File: config.mk
export PLATFORM = sky130hd
export DESIGN_NAME = debug_monitor
export DESIGN_NICKNAME = d
export VERILOG_FILES = /design/src/rtl/debug_monitor.sv
export SDC_FILE = /design/constraint.sdc
export NUM_CORES = 1
export LEC_CHECK = 0
export ABC_AREA = 1
export CORE_MARGIN = 8
export CORE_UTILIZATION = 40
export CTS_CLUSTER_SIZE = 12
export DETAILED_ROUTE_END_ITERATION = 6
export DONT_BUFFER_PORTS = 1
export GPL_TIMING_DRIVEN = 0
export PLACE_DENSITY = 0.56
export SYNTH_ARGS = -nofsm -noshare
export SYNTH_HDL_FRONTEND = slang
export SYNTH_SLANG_ARGS = --single-unit
File: constraint.sdc
create_clock -name clk -period 3.25 [get_ports clk]
set_input_delay 0.4875 -clock clk [delete_from_list [all_inputs] [get_ports clk]]
set_output_delay 0.4875 -clock clk [all_outputs]
set_load 0.1 [all_outputs]
File: src/rtl/debug_monitor.sv
// On-board debug monitor: 7-seg nibble viewer, bus-writable debug registers,
// and a masked probe trigger with snapshot capture and a saturating hit counter.
module debug_monitor #(
  parameter int NUM_DIGITS = 2,
  parameter int NUM_REGS   = 4,
  parameter int PROBE_W    = 8
) (
  input  logic                    clk,
  input  logic                    reset_n,
  input  logic [2:0]              MCmd,
  input  logic [7:0]              MAddr,
  input  logic [7:0]              MData,
  output logic                    SCmdAccept,
  output logic [7:0]              SData,
  output logic [1:0]              SResp,
  input  logic [PROBE_W-1:0]      probe,
  input  logic [NUM_DIGITS-1:0]   pushed_up,
  input  logic [NUM_DIGITS-1:0]   pushed_dn,
  input  logic                    pushing,
  output logic [8*NUM_DIGITS-1:0] seg
);

  logic [7:0] regs   [NUM_REGS];
  logic [3:0] sel    [NUM_DIGITS];
  logic [3:0] shown  [NUM_DIGITS];
  logic [3:0] src    [NUM_DIGITS];
  logic [7:0] trig_val, trig_mask, snapshot, hit_cnt;
  logic       armed, freeze, triggered;
  logic [7:0] probe8, rdata;
  logic [6:0] addr;
  logic       wr, rd, ctrl_wr, clr, match;

  function automatic logic [7:0] id_byte(input logic [2:0] idx);
    case (idx)
      3'd0:    id_byte = 8'h44;
      3'd1:    id_byte = 8'h42;
      3'd2:    id_byte = 8'h47;
      3'd3:    id_byte = 8'h4D;
      3'd4:    id_byte = 8'h4F;
      3'd5:    id_byte = 8'h4E;
      3'd6:    id_byte = 8'h30;
      default: id_byte = 8'h32;
    endcase
  endfunction

  function automatic logic [7:0] seg7(input logic [3:0] n);
    case (n)
      4'h0: seg7 = 8'hC0; 4'h1: seg7 = 8'hF9; 4'h2: seg7 = 8'hA4; 4'h3: seg7 = 8'hB0;
      4'h4: seg7 = 8'h99; 4'h5: seg7 = 8'h92; 4'h6: seg7 = 8'h82; 4'h7: seg7 = 8'hF8;
      4'h8: seg7 = 8'h80; 4'h9: seg7 = 8'h90; 4'hA: seg7 = 8'h88; 4'hB: seg7 = 8'h83;
      4'hC: seg7 = 8'hC6; 4'hD: seg7 = 8'hA1; 4'hE: seg7 = 8'h86; default: seg7 = 8'h8E;
    endcase
  endfunction

  always_comb begin
    probe8 = '0;
    probe8[PROBE_W-1:0] = probe;
  end

  assign SCmdAccept = 1'b1;
  assign addr    = MAddr[6:0];
  assign wr      = (MCmd == 3'b001);
  assign rd      = (MCmd == 3'b010);
  assign ctrl_wr = wr && (addr == 7'h30);
  assign clr     = ctrl_wr && MData[2];
  // Trigger sees the register state before any same-cycle bus write lands.
  assign match   = armed && (((probe8 ^ trig_val) & trig_mask) == 8'h00);

  always_comb begin
    rdata = '0;
    case (addr[6:4])
      3'h0: if (!addr[3]) rdata = id_byte(addr[2:0]);
      3'h1: for (int unsigned i = 0; i < NUM_REGS; i++)
              if (addr[3:0] == 4'(i)) rdata = regs[i];
      3'h2: for (int unsigned d = 0; d < NUM_DIGITS; d++)
              if (addr[3:0] == 4'(d)) rdata = {4'h0, sel[d]};
      3'h3: case (addr[3:0])
              4'h0: rdata = {5'b0, triggered, freeze, armed};
              4'h1: rdata = trig_val;
              4'h2: rdata = trig_mask;
              4'h3: rdata = snapshot;
              4'h4: rdata = hit_cnt;
              default: rdata = '0;
            endcase
      default: rdata = '0;
    endcase
  end

  // Sources 8..15 map to debug reg (s[2:1]), nibble half s[0].
  always_comb begin
    for (int unsigned d = 0; d < NUM_DIGITS; d++) begin
      src[d] = '0;
      if (sel[d][3]) begin
        for (int unsigned i = 0; i < NUM_REGS; i++)
          if (32'(sel[d][2:1]) == i)
            src[d] = sel[d][0] ? regs[i][7:4] : regs[i][3:0];
      end else begin
        case (sel[d][2:0])
          3'd0: src[d] = snapshot[3:0];
          3'd1: src[d] = snapshot[7:4];
          3'd2: src[d] = {triggered, freeze, armed, 1'b0};
          3'd3: src[d] = hit_cnt[3:0];
          3'd4: src[d] = hit_cnt[7:4];
          default: src[d] = '0;
        endcase
      end
    end
  end

  always_comb begin
    seg = '1;
    for (int unsigned d = 0; d < NUM_DIGITS; d++)
      seg[8*d +: 8] = seg7(pushing ? sel[d] : shown[d]);
  end

  always_ff @(posedge clk or negedge reset_n) begin
    if (!reset_n) begin
      SData <= '0;
      SResp <= '0;
    end else begin
      SResp <= rd ? 2'b01 : 2'b00;
      if (rd) SData <= rdata;
    end
  end

  always_ff @(posedge clk or negedge reset_n) begin
    if (!reset_n) begin
      for (int unsigned i = 0; i < NUM_REGS; i++) regs[i] <= '0;
    end else begin
      for (int unsigned i = 0; i < NUM_REGS; i++)
        if (wr && addr == 7'h10 + 7'(i)) regs[i] <= MData;
    end
  end

  always_ff @(posedge clk or negedge reset_n) begin
    if (!reset_n) begin
      for (int unsigned d = 0; d < NUM_DIGITS; d++) begin
        sel[d]   <= '0;
        shown[d] <= '0;
      end
    end else begin
      for (int unsigned d = 0; d < NUM_DIGITS; d++) begin
        if (wr && addr == 7'h20 + 7'(d)) sel[d] <= MData[3:0];
        else if (pushed_up[d])           sel[d] <= sel[d] + 4'd1;
        else if (pushed_dn[d])           sel[d] <= sel[d] - 4'd1;
        shown[d] <= src[d];
      end
    end
  end

  always_ff @(posedge clk or negedge reset_n) begin
    if (!reset_n) begin
      trig_val  <= '0;
      trig_mask <= '0;
      armed     <= 1'b0;
      freeze    <= 1'b0;
      triggered <= 1'b0;
      snapshot  <= '0;
      hit_cnt   <= '0;
    end else begin
      if (wr && addr == 7'h31) trig_val  <= MData;
      if (wr && addr == 7'h32) trig_mask <= MData;
      if (ctrl_wr) begin
        armed  <= MData[0];
        freeze <= MData[1];
      end else if (match) begin
        armed  <= 1'b0;
      end
      if (clr)        triggered <= 1'b0;
      else if (match) triggered <= 1'b1;
      if (clr)                             hit_cnt <= '0;
      else if (match && hit_cnt != 8'hFF)  hit_cnt <= hit_cnt + 8'd1;
      if (match || (!freeze && !triggered)) snapshot <= probe8;
    end
  end

endmodule
# --- Yosys cells after proc, flatten, opt, wreduce, memory -nomap -nowiden ---
# Memories as Yosys holds them, arrays and structs flattened.
# Index checks and enable logic that the tools add are counted.
totals:
  regBits: 92
  latchBits: 0
  ramBits: 0
  mem_bits_ro: 224
  input_bits: 34
  out_inout_bits: 27
  elab_cells: 139
  memories: 2
classes:
  addsub: 5
  mul: 0
  div: 0
  n_lt_le_gt_ge: 0
  eq_ne: 39
  shift: 0
  n_mux: 45
  n_bitwise: 2
  reduce_logical: 29
memory_table:
  columns: ["name", "words", "width", "read_ports", "rd_ports_with_merged_regs", "write_ports", "line_no", "rtl"]
  rows:
  - ["(no name shown)", 16, 7, 1, 0, 0, "47", "case (n)"]
  - ["(no name shown)", 16, 7, 1, 0, 0, "47", null]
ops:
  columns: ["operator", "count"]
  rows:
  - ["2-to-1 mux 4 bit", 27]
  - ["2-to-1 mux 8 bit", 7]
  - ["one-hot mux 7 bit (7 select lines)", 1]
  - ["one-hot mux 4 bit (5 select lines)", 2]
  - ["one-hot mux 8 bit (5 select lines)", 1]
  - ["equality test 7 x 6 -> 1 bit (second input constant)", 5]
  - ["one-hot mux 8 bit (4 select lines)", 1]
  - ["equality test 7 x 5 -> 1 bit (second input constant)", 4]
  - ["equality test 3 x 2 -> 1 bit (second input constant)", 9]
  - ["equality test 3 x 1 -> 1 bit (second input constant)", 5]
  - ["equality test 3 bit (second input constant)", 5]
  - ["logical AND 1 bit", 13]
  - ["logical NOT 3 bit", 4]
  - ["adder 4 x 1 -> 4 bit (second input constant)", 2]
  - ["adder 8 x 1 -> 8 bit (second input constant)", 1]
  - ["bitwise AND 8 bit", 1]
  - ["equality test 2 bit (second input constant)", 4]
  - ["equality test 4 x 2 -> 1 bit (second input constant)", 2]
  - ["logical NOT 8 bit", 1]
  - ["inequality test 8 bit (second input constant)", 1]
  - ["subtractor 4 x 1 -> 4 bit (second input constant)", 2]
  - ["bitwise XOR 8 bit", 1]
  - ["2-to-1 mux 7 bit", 1]
  - ["nonzero test 2 bit", 3]
  - ["other kinds (9)", 17]

# --- Longest topological paths before layout ---
# Gate-level depths: netlist (run 1).
depth:
  ltp_word: 7
  mapped_depth: 11
  depth_no_buf: 10

# --- Least setup slack after synthesis (run 1) ---
# Ideal clock, no wire load.
synth_timing:
  kind: "input port to output port"
  start: "input pushing"
  end: "output seg[2]"
  arrival_time_ps: 4006
  required_time_ps: 2762
  setup_slack_ps: -1244
  stages: 7
  n_path_buf: 2
  path_cell_list: "buf_4 -> buf_4 -> o21ai_0 -> inv_1 -> ha_1 -> o21ai_0 -> a21boi_0"
synth_between:
  elab_chain_len: 2
synth_rtl:
  columns: ["element", "line_no", "rtl"]
  rows:
  - ["start, declared", "19", "input logic pushing,"]
  - ["2-to-1 mux 4 bit", "113", "seg[8*d +: 8] = seg7(pushing ? sel[d] : shown[d]);"]
  - ["memory read (16 x 7 bit)", null, null]
  - ["end, declared", "20", "output logic [8*NUM_DIGITS-1:0] seg"]
# No other way between the ends.

# --- Worst setup path after layout (run 1) ---
layout_timing:
  start: "register sel[5] (netlist bit)"
  end: "output seg[2]"
layout_between:
  elab_chain_len: 2
layout_rtl:
  columns: ["element", "line_no", "rtl"]
  rows:
  - ["start, declared", "24", "logic [3:0] sel [NUM_DIGITS];"]
  - ["start signal, assigned by index", "143", "if (wr && addr == 7'h20 + 7'(d)) sel[d] <= MData[3:0];"]
  - ["start signal, assigned by index", "144", "else if (pushed_up[d]) sel[d] <= sel[d] + 4'd1;"]
  - ["start signal, assigned by index", "145", "else if (pushed_dn[d]) sel[d] <= sel[d] - 4'd1;"]
  - ["2-to-1 mux 4 bit", "113", null]
  - ["memory read (16 x 7 bit)", null, null]
# No other way between the ends.

==> results.cfg, run 1 <==
[outcome]
status = finished, final reports clean

[die]
core_um2 = 15700
rows = 46
ioPinCount = 61
dieHeight_um = 142
initial_core_util = 0.404
die-area_um2 = 20100
die_w_um = 142

[critical_path]
timing.rr.start = sel[5]
cp_slowest_cell = a21boi_4
crit_type = reg2out
path_delay_family = compound AO/OA/AOI/OAI gates
ff2ff_setup_slack_ps = 1050
r2r_cells = 8
critPathMaxFanout = 7
cp_num_buf_inv = 1
critical_path_required_ps = 2760
cp_cell_sequence = inv_1 -> nand2_1 -> o21ai_0 -> ha_1 -> o21ai_1 -> a21boi_4
end_kind = output pin
max_stage_delay_ps = 670
r2r-end = shown[5]
arrival_ps = 2610
critPathLaunchType = flip-flop

[synth]
netlist_top_cells_area = dfrtp_1, nand2_1, o21ai_0, nand3_1, inv_1
synth_top_family_by_area = simple AND/OR/NAND/NOR gates
syn_inst = 927
synth.distinct_cells = 39
synthFlopType = dfrtp_1
synth_compound_area_frac = 0.178
avgSynthCellArea_um2 = 6.83
ys_async_sr_fraction = 1.00
syn_area_um2 = 6330
yosysTopAreaCellShare = 0.364
synth_xor_area_frac = 0.0152
yosysWarnings = 0
ys_seq_area_frac = 0.364
synth.ff_latch_count = 92
synth_edf_count = 0
yosys.area.top_type = dfrtp_1
synthAdderAreaFrac = 0.0399
synth-simple-area-share = 0.311
yosys-mux-area-fraction = 0

[timing]
tightest_slew_ps = 1080
timing_hold_violations_final = 0
rsz0062_at_grt = no
period_share = 0.954
fmax_mhz = 323
fin_skew_ps = 10.1
finalSetupViolations = 0
slew_violations = 0
maxSlewHeadroom = 0.277
layout_min_cycle_time_ps = 3100
hold_ws_ps = 36.2

[global_routing]
grt_pass1_wl_mm = 33.8
gr-total-overflow = 0
grt.total_usage = 0.220
grt_pass1_vias = 5903
grt_max_degree = 93
antenna_found_initial = 0

[routing]
wire_per_inst_um = 18.5
wl_mm = 21.5
via_per_inst = 5.49
via_count = 6381
drt_iter0_drc = 574
drc = 0
first_pass_iters = 5
detail-route-antenna-nets = 0

[final_layout]
fin_area_um2 = 7100
drive_gt1_frac = 0.0835
multi_input_area_um2 = 3610
fillCellCount = 1663
syn2layout_area_growth_pct = 12.3
seqCellArea_um2 = 2300
nets = 994
antennaDiodeCount = 0

[clocking]
postCtsSetupRepairBufs = 0
insertion_delay_ps = 360
htree_levels = 3
clkTransAtPathRegs_ps = 70
tritoncts = yes
cts_buffers = 9
cts_sinks = 92
cts.path.max_buffers = 2
cts-root-buf = clkbuf_16

[run]
max_cap_viol_count = 0

[placement]
place.gp.congestion = 0.961
hpwlAfterDp_mm = 16.6
portBuffers = 0
post_dp_cell_area_um2 = 6650

[pwr]
power.density_nw_per_um2 = 689
power_mw = 4.90
vdd_ir_drop_max_mv = 0.532
p_leak_nw = 3.38

[hold_path]
hp-class = in2async
worst max-delay path by stage:
| stage | start | endpoint | slack, ps | depth (start not counted) |
|---|---|---|---|---|
| after global routing | sel[0] | seg[12] | 20 | 7 |
| after CTS | sel[4] | seg[2] | -40 | 7 |
| after global placement | pushing | seg[2] | -290 | 7 |
| after floorplan | pushing | seg[2] | 2 | 7 |
| after detailed placement | pushing | seg[2] | -310 | 7 |
| final | sel[5] | seg[2] | 150 | 6 |
what timing repair did:
action	in CTS	in global routing
hold endpoints to repair	92	0
resized for setup	15	11
endpoints found under the setup margin	11	9
hold buffers	1	0
pin swaps	0	1
Yosys cell counts (2+ instances only):
master / count
nand3_1: 84
a31oi_1: 2
buf_6: 2
buf_4: 9
buf_2: 10
o21ai_0: 129
inv_1: 102
fa_1: 2
clkbuf_1: 9
nor2_2: 3
o2111ai_1: 8
inv_2: 4
xor2_1: 8
nand4_1: 12
a21oi_1: 20
o22ai_1: 14
nor3_1: 4
xnor2_1: 3
ha_1: 17
a21boi_0: 2
nand2_1: 290
nand2_2: 4
o211ai_1: 14
o21ai_2: 2
conb_1: 2
nor2_1: 58
nand4_2: 2
dfrtp_1: 92
o21ai_1: 9
kinds of logic after synthesis:
kind of cell               Yosys count
xor gates and xnor gates            11
adders and majority gates           19
AOI/OAI and AO/OA                  203
buffers and inverters              137
DFF                                 92
and+or+nand+nor                    463
other                                2
per-stage QoR:
stage | setup WS [ps] | utilization | setup TNS (ps) | std cells
floorplan | 1.64 | - | 0 | 929
global placement | -289 | 0.425 | -704 | 1145
detailed placement | -307 | 0.425 | -827 | 1145
CTS | -43.3 | 0.451 | -75.4 | 1162
global route | 16.8 | 0.454 | 0 | 1162
finish | 151 | 0.454 | 0 | 1162
sequential cells by signal (all words and copies together) (netlist names), 8 cells and up:
register / flops
regs: 32
SData: 8
hit_cnt: 8
sel: 8
shown: 8
snapshot: 8
trig_mask: 8
trig_val: 8
power breakdown:
group          leakage [nW]  switching (mW)  internal [mW]  total (mW)
combinational          2.00            1.75          0.488        2.24
sequential             1.24           0.246           1.31        1.56
clock                 0.142           0.480          0.623        1.10
total                  3.38            2.47           2.42        4.90
cells in the final DEF, fill, tap and decap left out, types with 3 or more instances in the layout:
| cell type | instances |
|---|---|
| o21ai_2 | 6 |
| conb_1 | 4 |
| xnor2_1 | 3 |
| o21ai_0 | 120 |
| clkbuf_1 | 9 |
| ha_1 | 17 |
| nand4_1 | 12 |
| xor2_1 | 8 |
| clkinvlp_4 | 4 |
| inv_1 | 99 |
| o22ai_1 | 13 |
| inv_2 | 6 |
| o21ai_4 | 5 |
| dfrtp_1 | 91 |
| nor2_2 | 3 |
| buf_2 | 10 |
| nand3_1 | 84 |
| nand2_1 | 287 |
| nor3_1 | 4 |
| o2111ai_1 | 8 |
| a21oi_1 | 20 |
| buf_4 | 9 |
| o21ai_1 | 9 |
| o211ai_1 | 14 |
| clkbuf_16 | 9 |
| nor2_1 | 58 |
| nand2_2 | 6 |
final cells by class:
cell class | instances | share of cell area
Clock buffer | 10 | 0.0336
Multi-Input combinational cell | 700 | 0.509
Sequential cell | 92 | 0.324
Clock inverter | 6 | 0.00986
Inverter | 107 | 0.0571
Buffer | 30 | 0.0245
Tap cell | 216 | 0.0380
Timing Repair Buffer | 1 | 0.00387
layer usage:
metal | part of all wire | GRT usage | vias to the layer above
met4 | 0.031 | 0.0927 | 0
li1 | - | - | 3080
met2 | 0.43 | 0.330 | 256
met1 | 0.46 | 0.301 | 3002
met3 | 0.077 | 0.0433 | 43
met5 | 0 | 0 | -
Note: power is estimated with default switching activity, not from simulation.
==> run 2, diff against run 1 <==
--- a/config.mk
+++ b/config.mk
@@ -11,8 +11,10 @@
 export CTS_CLUSTER_SIZE = 12
 export DETAILED_ROUTE_END_ITERATION = 6
 export DONT_BUFFER_PORTS = 1
+export GPL_ROUTABILITY_DRIVEN = 0
 export GPL_TIMING_DRIVEN = 0
 export PLACE_DENSITY = 0.56
+export SKIP_CTS_REPAIR_TIMING = 1
 export SYNTH_ARGS = -nofsm -noshare
 export SYNTH_HDL_FRONTEND = slang
 export SYNTH_SLANG_ARGS = --single-unit
==> run 2 against run 1 <==
The run now ends with setup timing left. Via count down 0.33%. Maximum frequency down 5.9%. Largest power group unchanged. Clock power rose by 5%. Critical path depth rose by 1. Cell area is 0.30% lower. First-iteration DRC count down 3.1%. Die area unchanged. Sequential power hardly changed. Routed wire length down 1.1%. Critical path type unchanged.
==> results.cfg, run 2 (synthesis gave the netlist of run 1 again) <==
[placement]
hpwlAfterDp_mm = 16.5
portBuffers = 0
post_dp_cell_area_um2 = 6650
place_inst = 1145

[final_layout]
final_common_cell = nand2_1
syn2layout_area_growth_pct = 11.9
most-common-layout-cells = nand2_1, o21ai_0, inv_1
antennaDiodeCount = 0
seqCellArea_um2 = 2300
fillCellCount = 1698
fin_area_um2 = 7080
nets = 994
multi_input_area_um2 = 3580
largest_register_ffs = 32
fin_cells = 1162
top_register = regs
drive_gt1_frac = 0.0793

[clocking]
cts_buffers = 9
htree_levels = 3
cts_sinks = 92
clkTransAtPathRegs_ps = 70
cts-root-buf = clkbuf_16
tritoncts = yes
cts.path.max_buffers = 2
insertion_delay_ps = 360

[routing]
wl_mm = 21.3
drt_iter0_drc = 556
via_per_inst = 5.47
first_pass_iters = 6
via_count = 6360
detail-route-antenna-nets = 0
drc = 0
wire_per_inst_um = 18.3

[timing]
worst_slack_ps = -44.9
layout_min_cycle_time_ps = 3290
finalSetupViolations = 1
slew_violations = 0
rsz0062_at_grt = yes
fin_skew_ps = 8.43
timing_hold_violations_final = 0
setup_tns_ps = -44.9
fmax_mhz = 304
maxSlewHeadroom = 0.270
period_share = 1.01
tightest_slew_ps = 1090

[global_routing]
grt.total_usage = 0.216
grt_pass1_wl_mm = 33.5
antenna_found_initial = 0
grt_pass1_vias = 5927
gr-total-overflow = 0
grt_max_degree = 93

[critical_path]
arrival_ps = 2810
end_kind = output pin
crit_type = reg2out
critPathLaunchType = flip-flop
critical_path_required_ps = 2760
critPathMaxFanout = 10

[outcome]
status = finished with violations
violations = setup timing

[pwr]
power_mw = 4.90
vdd_ir_drop_max_mv = 0.511
p_leak_nw = 3.39
power.density_nw_per_um2 = 692

[die]
die_w_um = 142
ioPinCount = 61
rows = 46
initial_core_util = 0.404
core_um2 = 15700
die-area_um2 = 20100
dieHeight_um = 142

[hold_path]
hp-class = in2async

[run]
max_cap_viol_count = 0
run 2: cell count changes in the layout (fill, tap and decap cells not counted), moves of 2 or more:
cell	change
o21ai_2	+2
clkinv_4	+2
o21ai_4	-3
clkinvlp_4	-4
run 2: layer usage:
layer,up-vias,wire length [µm],GRT usage
met5,-,0,0
li1,3075,-,-
met3,52,1690,0.0454
met4,0,782,0.105
met1,2953,9460,0.285
met2,280,9360,0.330
run 2: worst paths after layout:
kind                       cells after the start          end     start  slack (ps)
setup / recovery                               7       seg[0]    sel[7]         -40
hold / removal                                 1      regs[1]   reset_n          50
setup reg to reg                               8     shown[7]    sel[5]        1130
hold reg to reg                                2     regs[28]  regs[28]         500
max in group asynchronous                      1  snapshot[4]   reset_n        2830
min in group clk                               2  snapshot[5]  probe[5]         240
run 2: area by class of cell:
| type | count | area share |
|---|---|---|
| Timing Repair Buffer | 1 | 0.00389 |
| Clock inverter | 6 | 0.0134 |
| Buffer | 30 | 0.0246 |
| Clock buffer | 10 | 0.0323 |
| Multi-Input combinational cell | 700 | 0.506 |
| Inverter | 107 | 0.0567 |
| Sequential cell | 92 | 0.325 |
| Tap cell | 216 | 0.0382 |
run 2: critical path, cell delays in order (launching register included):
cell and delay, ps:
dfrtp_1 320, clkbuf_1 410, inv_1 210, nand2_1 120, o21ai_2 160, inv_1 180
o21ai_0 170, o21ai_2 870
run 2: power by group:
group | internal, mW | switching [mW]
Combinational | 0.475 | 1.72
Clock | 0.683 | 0.474
Sequential | 1.31 | 0.237
Total | 2.47 | 2.43
run 2: per-stage QoR:
stage,hold WS (ps),setup slack (ps),util
after floorplan,192,1.64,-
after global placement,198,-264,0.425
after CTS,-183,-378,0.446
after global routing,69.0,-232,0.452
after detailed placement,198,-257,0.425
final,51.2,-44.9,0.452
